--- config.mk ---
export PLATFORM = sky130hd
export DESIGN_NAME = seed_noise_feeder_flat
export DESIGN_NICKNAME = d
export VERILOG_FILES = /design/src/rtl/seed_noise_feeder_if.sv /design/src/rtl/seed_noise_feeder.sv /design/src/flat_wrapper.sv
export SDC_FILE = /design/constraint.sdc
export NUM_CORES = 1
export LEC_CHECK = 0
export ABC_AREA = 1
export CAP_MARGIN = 20
export CORE_MARGIN = 2
export CORE_UTILIZATION = 32
export CTS_BUF_LIST = sky130_fd_sc_hd__clkbuf_16
export CTS_CLUSTER_DIAMETER = 100
export CTS_CLUSTER_SIZE = 10
export DETAILED_ROUTE_END_ITERATION = 6
export PLACE_DENSITY = 0.57
export SKIP_LAST_GASP = 1
export SLEW_MARGIN = 20
export SYNTH_ARGS = -nofsm -noshare
export SYNTH_HDL_FRONTEND = slang
export SYNTH_SLANG_ARGS = --single-unit
export TNS_END_PERCENT = 30
--- constraint.sdc ---
create_clock -name clk -period 3.05 [get_ports clk]
set_input_delay 0.61 -clock clk [delete_from_list [all_inputs] [get_ports clk]]
set_output_delay 0.61 -clock clk [all_outputs]
set_load 0.02 [all_outputs]
--- src/rtl/seed_noise_feeder_if.sv ---
// seed_noise_feeder_if
// Groups the feeder's control, seed-FIFO and generator signals into one bundle.
//   master : the feeder (drives seed_wr_*, gen_start, busy, done, err, batch_count)
//   slave  : the surrounding pipeline (drives request, seed_load/value, seed_full,
//            seed_level, gen_busy, gen_done)
//
// Handshakes: seed_wr_en is a one-cycle write strobe that is only raised when
// seed_full was low on the edge that produced it, so a word is never offered to
// a full FIFO and is never repeated. gen_start is held high level-style until
// gen_busy is sampled high; the generator's acceptance is gen_busy itself.
interface seed_noise_feeder_if;
  logic        request;
  logic        seed_load;
  logic [15:0] seed_value;
  logic        seed_wr_en;
  logic [15:0] seed_wr_data;
  logic        seed_full;
  logic [6:0]  seed_level;
  logic        gen_start;
  logic        gen_busy;
  logic        gen_done;
  logic        busy;
  logic        done;
  logic        err;
  logic [15:0] batch_count;

  modport master (
    input  request, seed_load, seed_value, seed_full, seed_level, gen_busy, gen_done,
    output seed_wr_en, seed_wr_data, gen_start, busy, done, err, batch_count
  );

  modport slave (
    output request, seed_load, seed_value, seed_full, seed_level, gen_busy, gen_done,
    input  seed_wr_en, seed_wr_data, gen_start, busy, done, err, batch_count
  );
endinterface

--- src/rtl/seed_noise_feeder.sv ---
// seed_noise_feeder
// On request, writes SEED_COUNT scaled LFSR words (signed Q8.8) into the
// generator's seed FIFO, kicks the generator, waits for it and reports done.
// The LFSR state persists across batches so every batch is a fresh vector.
// Ports:
//   clk         : system clock
//   rst_n       : asynchronous active-low reset
//   bus         : seed_noise_feeder_if.master (request/seed/FIFO/generator/status)
//   dbg_state_o : current FSM state, for observation only
module seed_noise_feeder #(
  parameter int          SEED_COUNT  = 64,
  parameter int          SCALE_SHIFT = 2,
  parameter logic [15:0] RESET_SEED  = 16'hACE1
) (
  input  logic                 clk,
  input  logic                 rst_n,
  seed_noise_feeder_if.master  bus,
  output logic [2:0]           dbg_state_o
);

  localparam int CW = $clog2(SEED_COUNT + 1);

  typedef enum logic [2:0] {
    S_IDLE = 3'd0,
    S_FILL = 3'd1,
    S_KICK = 3'd2,
    S_WAIT = 3'd3,
    S_FIN  = 3'd4
  } state_e;

  state_e      state_q, state_d;
  logic [CW-1:0] cnt_q, cnt_d;
  logic [15:0] lfsr_q, lfsr_d;
  logic        wr_en_q, wr_en_d;
  logic [15:0] wr_data_q, wr_data_d;
  logic        gen_start_q, gen_start_d;
  logic        busy_q, busy_d;
  logic        done_q, done_d;
  logic        err_q, err_d;
  logic [15:0] bc_q, bc_d;

  // Fibonacci taps 16,14,13,11.
  logic        lfsr_fb;
  logic signed [15:0] scaled_word;
  assign lfsr_fb     = lfsr_q[15] ^ lfsr_q[13] ^ lfsr_q[12] ^ lfsr_q[10];
  assign scaled_word = $signed(lfsr_q) >>> SCALE_SHIFT;

  always_comb begin
    state_d     = state_q;
    cnt_d       = cnt_q;
    lfsr_d      = lfsr_q;
    wr_en_d     = 1'b0;
    wr_data_d   = wr_data_q;
    gen_start_d = 1'b0;
    done_d      = 1'b0;
    err_d       = 1'b0;
    bc_d        = bc_q;

    case (state_q)
      S_IDLE: begin
        // Load lands in lfsr_d, so a same-cycle request starts from the new seed.
        if (bus.seed_load) begin
          lfsr_d = (bus.seed_value == 16'd0) ? RESET_SEED : bus.seed_value;
        end
        if (bus.request) begin
          // Leftover words in the FIFO would shift the whole seed vector.
          if (bus.seed_level == 7'd0) begin
            state_d = S_FILL;
            cnt_d   = '0;
          end else begin
            err_d = 1'b1;
          end
        end
      end
      S_FILL: begin
        if (!bus.seed_full) begin
          wr_en_d   = 1'b1;
          wr_data_d = scaled_word;
          lfsr_d    = {lfsr_q[14:0], lfsr_fb};
          cnt_d     = cnt_q + 1'b1;
          if (cnt_q == CW'(SEED_COUNT - 1)) begin
            state_d = S_KICK;
          end
        end
      end
      S_KICK: begin
        if (bus.gen_busy) begin
          // A done coincident with busy must not be lost.
          state_d = bus.gen_done ? S_FIN : S_WAIT;
        end else begin
          gen_start_d = 1'b1;
        end
      end
      S_WAIT: begin
        if (bus.gen_done) begin
          state_d = S_FIN;
        end
      end
      S_FIN: begin
        done_d  = 1'b1;
        bc_d    = bc_q + 16'd1;
        state_d = S_IDLE;
      end
      default: begin
        state_d = S_IDLE;
      end
    endcase

    busy_d = (state_d != S_IDLE);
  end

  always_ff @(posedge clk or negedge rst_n) begin
    if (!rst_n) begin
      state_q     <= S_IDLE;
      cnt_q       <= '0;
      lfsr_q      <= RESET_SEED;
      wr_en_q     <= 1'b0;
      wr_data_q   <= 16'd0;
      gen_start_q <= 1'b0;
      busy_q      <= 1'b0;
      done_q      <= 1'b0;
      err_q       <= 1'b0;
      bc_q        <= 16'd0;
    end else begin
      state_q     <= state_d;
      cnt_q       <= cnt_d;
      lfsr_q      <= lfsr_d;
      wr_en_q     <= wr_en_d;
      wr_data_q   <= wr_data_d;
      gen_start_q <= gen_start_d;
      busy_q      <= busy_d;
      done_q      <= done_d;
      err_q       <= err_d;
      bc_q        <= bc_d;
    end
  end

  assign bus.seed_wr_en   = wr_en_q;
  assign bus.seed_wr_data = wr_data_q;
  assign bus.gen_start    = gen_start_q;
  assign bus.busy         = busy_q;
  assign bus.done         = done_q;
  assign bus.err          = err_q;
  assign bus.batch_count  = bc_q;
  assign dbg_state_o      = state_q;

endmodule

--- src/flat_wrapper.sv ---
// flat-port wrapper written by rule: the top's interface ports become plain ports
module seed_noise_feeder_flat 
#(
  parameter int          SEED_COUNT  = 64,
  parameter int          SCALE_SHIFT = 2,
  parameter logic [15:0] RESET_SEED  = 16'hACE1
)
  (clk, rst_n, dbg_state_o, bus_request, bus_seed_load, bus_seed_value, bus_seed_full, bus_seed_level, bus_gen_busy, bus_gen_done, bus_seed_wr_en, bus_seed_wr_data, bus_gen_start, bus_busy, bus_done, bus_err, bus_batch_count);
  seed_noise_feeder_if bus_i ();
  input  logic clk;
  input  logic rst_n;
  output logic [2:0] dbg_state_o;
  input wire logic [$bits(bus_i.request)-1:0] bus_request;
  input wire logic [$bits(bus_i.seed_load)-1:0] bus_seed_load;
  input wire logic [$bits(bus_i.seed_value)-1:0] bus_seed_value;
  input wire logic [$bits(bus_i.seed_full)-1:0] bus_seed_full;
  input wire logic [$bits(bus_i.seed_level)-1:0] bus_seed_level;
  input wire logic [$bits(bus_i.gen_busy)-1:0] bus_gen_busy;
  input wire logic [$bits(bus_i.gen_done)-1:0] bus_gen_done;
  output wire logic [$bits(bus_i.seed_wr_en)-1:0] bus_seed_wr_en;
  output wire logic [$bits(bus_i.seed_wr_data)-1:0] bus_seed_wr_data;
  output wire logic [$bits(bus_i.gen_start)-1:0] bus_gen_start;
  output wire logic [$bits(bus_i.busy)-1:0] bus_busy;
  output wire logic [$bits(bus_i.done)-1:0] bus_done;
  output wire logic [$bits(bus_i.err)-1:0] bus_err;
  output wire logic [$bits(bus_i.batch_count)-1:0] bus_batch_count;
  assign bus_i.request = bus_request;
  assign bus_i.seed_load = bus_seed_load;
  assign bus_i.seed_value = bus_seed_value;
  assign bus_i.seed_full = bus_seed_full;
  assign bus_i.seed_level = bus_seed_level;
  assign bus_i.gen_busy = bus_gen_busy;
  assign bus_i.gen_done = bus_gen_done;
  assign bus_seed_wr_en = bus_i.seed_wr_en;
  assign bus_seed_wr_data = bus_i.seed_wr_data;
  assign bus_gen_start = bus_i.gen_start;
  assign bus_busy = bus_i.busy;
  assign bus_done = bus_i.done;
  assign bus_err = bus_i.err;
  assign bus_batch_count = bus_i.batch_count;
  seed_noise_feeder #(.SEED_COUNT(SEED_COUNT), .SCALE_SHIFT(SCALE_SHIFT), .RESET_SEED(RESET_SEED)) u_core (.clk(clk), .rst_n(rst_n), .bus(bus_i), .dbg_state_o(dbg_state_o));
endmodule
==> tab_implementation.tex <==
\begin{tabular}{lr}
\hline
Metric & Value \\
\hline
\multicolumn{2}{l}{\textbf{STA}} \\
\quad Max-Slew Margin vs Limit & 66.5\% \\
\quad Number of setup violations in the final report & 0 \\
\quad Tcrit/Tclk final & 67.5\% \\
\quad Aggregate negative setup slack & 0 ps \\
\quad RSZ-0062 raised after global routing & false \\
\quad Maximum operating frequency & 0.486 GHz \\
\quad Slew of the pin with the lowest slew margin & 503 ps \\
\quad Final Max Slew Viols & 0 \\
\quad Final hold violations & 0 \\
\quad Setup skew after layout & 5.66 ps \\
\quad Final Critical Period & 2060 ps \\
\multicolumn{2}{l}{\textbf{Min path}} \\
\quad Hold Crit Class & primary input to async pin \\
\multicolumn{2}{l}{\textbf{Pwr}} \\
\quad Pint & 1.84 mW \\
\quad Maximum vdd drop & 0.352 mV \\
\quad Total net switching power & 0.857 mW \\
\quad Sequential share of power & 40.4\% \\
\quad Gate power share & 26.2\% \\
\quad Power density normalized to cell area & 646 nW/um2 \\
\quad Static power due to leakage & 1.98 nW \\
\quad Switching power as a share of total power & 31.7\% \\
\quad Clock network fraction of design power & 33.4\% \\
\quad Total power & 2.70 mW \\
\multicolumn{2}{l}{\textbf{Cells and area}} \\
\quad Share of final-layout standard cells stronger than drive strength 1 & 6.25\% \\
\quad Finished Core Util & 44.8\% \\
\quad Net count, final & 523 \\
\quad Synthesis-to-layout area growth & 34.6\% \\
\quad ANT cells & 0 \\
\quad Most frequent cells in the layout & 144 x nand2\_1, 68 x clkdlybuf4s50\_1, 61 x nor2\_1, 53 x dfrtp\_1, 48 x inv\_1 \\
\quad Most common cell after layout, fill and taps aside & nand2\_1 \\
\quad Post-layout instance count excluding filler cells & 625 \\
\multicolumn{2}{l}{\textbf{Setup path}} \\
\quad Worst setup SP type & flip-flop \\
\quad Required @ worst endpoint & 2440 ps \\
\quad Data arrival time at the worst-slack endpoint & 1450 ps \\
\quad Kind of end point of the critical path & output pin \\
\quad WS Path Type & flip-flop to output pin \\
\quad Peak fanout along the critical path & 7 \\
\quad Slowest cell on crit path & clkdlybuf4s50\_1 \\
\quad Critical Path, Cell by Cell & clkdlybuf4s50\_1 \\
\quad Largest delay contributor family on the critical path & buffers and inverters \\
\quad Reg2reg end & u\_core.lfsr\_q[2]\$\_DFFE\_PN0P\_ \\
\quad Minimum setup slack among reg-to-reg paths & 1040 ps \\
\quad Count of buffer and inverter cells on the critical path & 1 \\
\quad Startpoint of the most critical register-to-register path & u\_core.dbg\_state\_o[2]\$\_DFF\_PN0\_ \\
\quad Number of cells traversed by the worst register-to-register path & 7 \\
\quad Delay of the slowest cell on the worst path & 650 ps \\
\multicolumn{2}{l}{\textbf{Global routing}} \\
\quad First-pass GRT wire length & 12500 um \\
\quad Via count of the first global-routing pass & 2712 \\
\quad Largest net degree at the start of global routing & 42 \\
\quad GRT overflow & 0 \\
\quad Antenna violations before repair & 0 \\
\quad Combined global-route utilization of all metal layers & 15.1\% \\
\multicolumn{2}{l}{\textbf{Logic synthesis}} \\
\quad Number of synthesized register bits & 61 \\
\quad Warnings from Yosys & 0 \\
\quad Summed instance area of the synthesized netlist & 3110 um2 \\
\quad Yosys top cell by area & dfrtp\_1 \\
\quad Synthesized netlist cell count & 420 \\
\quad Count of distinct cell types in the synthesized netlist & 24 \\
\quad Synthesized net count & 452 \\
\quad Synthesized area per cell & 7.39 um2 \\
\quad Sequential-to-total area share from yosys stat & 49.5\% \\
\quad Top cell type's share of synthesized area & 42.7\% \\
\quad Top cells by area in the synthesized netlist & dfrtp\_1 43\%, nand2\_1 17\%, nor2\_1 7.4\% \\
\multicolumn{2}{l}{\textbf{CTS}} \\
\quad CTS H-tree depth & 3 \\
\quad CTS hold repair buffers & 0 \\
\quad CTS root buffer & clkbuf\_16 \\
\quad Clock slew seen by the registers of the worst setup and hold paths & 60 ps \\
\quad Clock insertion delay at the later pin of the skew report & 320 ps \\
\quad Worst-case clock buffer depth & 2 \\
\quad Buffer count from post-CTS setup fixing & 0 \\
\quad TritonCTS clock tree & built \\
\quad Total clock buffers created by CTS & 9 \\
\quad Total clock sinks & 61 \\
\quad CTS-repair resized insts & 0 \\
\multicolumn{2}{l}{\textbf{Routing}} \\
\quad Detailed-route via count & 2802 \\
\quad Total wirelength of the detailed-routed design & 7290 um \\
\quad Count of routing violations after the opening detailed-route iteration & 101 \\
\quad WL per Instance & 11.7 um \\
\quad 1st-pass router iterations & 5 \\
\quad Drc violations & 0 \\
\quad Remaining antenna violation count after routing & 0 \\
\quad Vias per inst & 4.48 \\
\multicolumn{2}{l}{\textbf{Die}} \\
\quad Core outline area & 9330 um2 \\
\quad Ports & 70 \\
\quad Die width & 103 um \\
\quad Initial core utilization & 33.3\% \\
\quad DIE AREA & 10500 um2 \\
\quad Chip height & 103 um \\
\quad Cell Rows & 35 \\
\multicolumn{2}{l}{\textbf{Flow run}} \\
\quad Max capacitance violation total & 0 \\
\multicolumn{2}{l}{\textbf{Placed design}} \\
\quad Detailed placement HPWL & 5340 um \\
\quad Placed Instances & 609 \\
\quad Input/output buffers & 69 \\
\quad Routability cong. & 0.844 \\
\multicolumn{2}{l}{\textbf{Status}} \\
\quad Outcome & finished clean \\
\hline
\end{tabular}
-- kinds of logic after synthesis --
group / Yosys count / share of synthesized area, %
flops: 61 / 49.5
buf+inv: 60 / 8.26
fa+ha+maj: 2 / 0.806
compound gates: 41 / 7.05
simple gates: 249 / 32.4
xor+xnor: 7 / 1.97
-- layout make-up --
type                       count  area, um2
fill                         957       5150
sequential                    61       1540
clock inverter                 7       43.8
timing repair buffer          72        721
clock buffer                   9        225
inverter                      48        180
multi-input combinational    299       1310
tap                          129        161
-- metrics by stage --
stage               worst slack (ps)  area [um2]  hold WS, ps
finish                           992        4180          251
global route                     758        4180          283
CTS                              965        4180          258
detailed placement               771        3910          457
global placement                 847        3910          456
floorplan                       1580        3110          314
-- state kept, by name, summed over array words and instances (netlist names) --
signal and cells:
u_core.bus.err 1, u_core.bus.seed_wr_data 14, u_core.dbg_state_o 3, u_core.cnt_q 7, u_core.bus.batch_count 16, u_core.bus.gen_start 1, u_core.lfsr_q 16, u_core.bus.seed_wr_en 1
u_core.bus.done 1, u_core.bus.busy 1
-- worst max-delay path by stage --
stage                                           from                                       to  slack, ps  cells after the start
2_1_floorplan  u_core.bus.batch_count[0]$_DFFE_PN0P_    u_core.bus.batch_count[8]$_DFFE_PN0P_       1580                      7
3_3_place_gp                           bus_seed_full   u_core.bus.seed_wr_data[9]$_DFFE_PN0P_        850                      6
3_5_place_dp                           bus_seed_full  u_core.bus.seed_wr_data[11]$_DFFE_PN0P_        770                      6
4_1_cts        u_core.bus.batch_count[3]$_DFFE_PN0P_                       bus_batch_count[3]        970                      1
5_1_grt              u_core.dbg_state_o[1]$_DFF_PN0_             u_core.lfsr_q[8]$_DFFE_PN0P_        760                      8
6_report       u_core.bus.batch_count[0]$_DFFE_PN0P_                       bus_batch_count[0]        990                      1
-- power groups by stage --
stage / logic [mW] / clock network, mW / registers, mW
global placement: 0.700 / 0 / 1.10
detailed placement: 0.715 / 0 / 1.10
global route: 0.793 / 0.956 / 1.11
finish: 0.707 / 0.903 / 1.09
floorplan: 0.295 / 0 / 1.19
CTS: 0.715 / 0.925 / 1.09
-- synth_stat cells --
master,count
nand2_1,144
nor2_1,61
dfrtp_1,53
inv_1,47
o21ai_0,36
nand3_1,29
dfstp_2,8
nand4_1,5
nor3_1,5
buf_2,4
xor2_1,4
a21oi_1,3
buf_4,3
clkbuf_1,3
xnor2_1,3
buf_6,2
ha_1,2
nand2_2,2
a21boi_0,1
a21oi_4,1
inv_2,1
nand3_2,1
nand3b_1,1
nor2_2,1
-- layer usage --
layer,global-route usage (%),vias to the layer above,wire length [um]
met4,4.72,0,48
li1,-,1447,-
met3,3.86,5,336
met5,0,-,0
met2,23.1,55,3210
met1,21.1,1295,3690
Power figures use the tool's default switching activity.
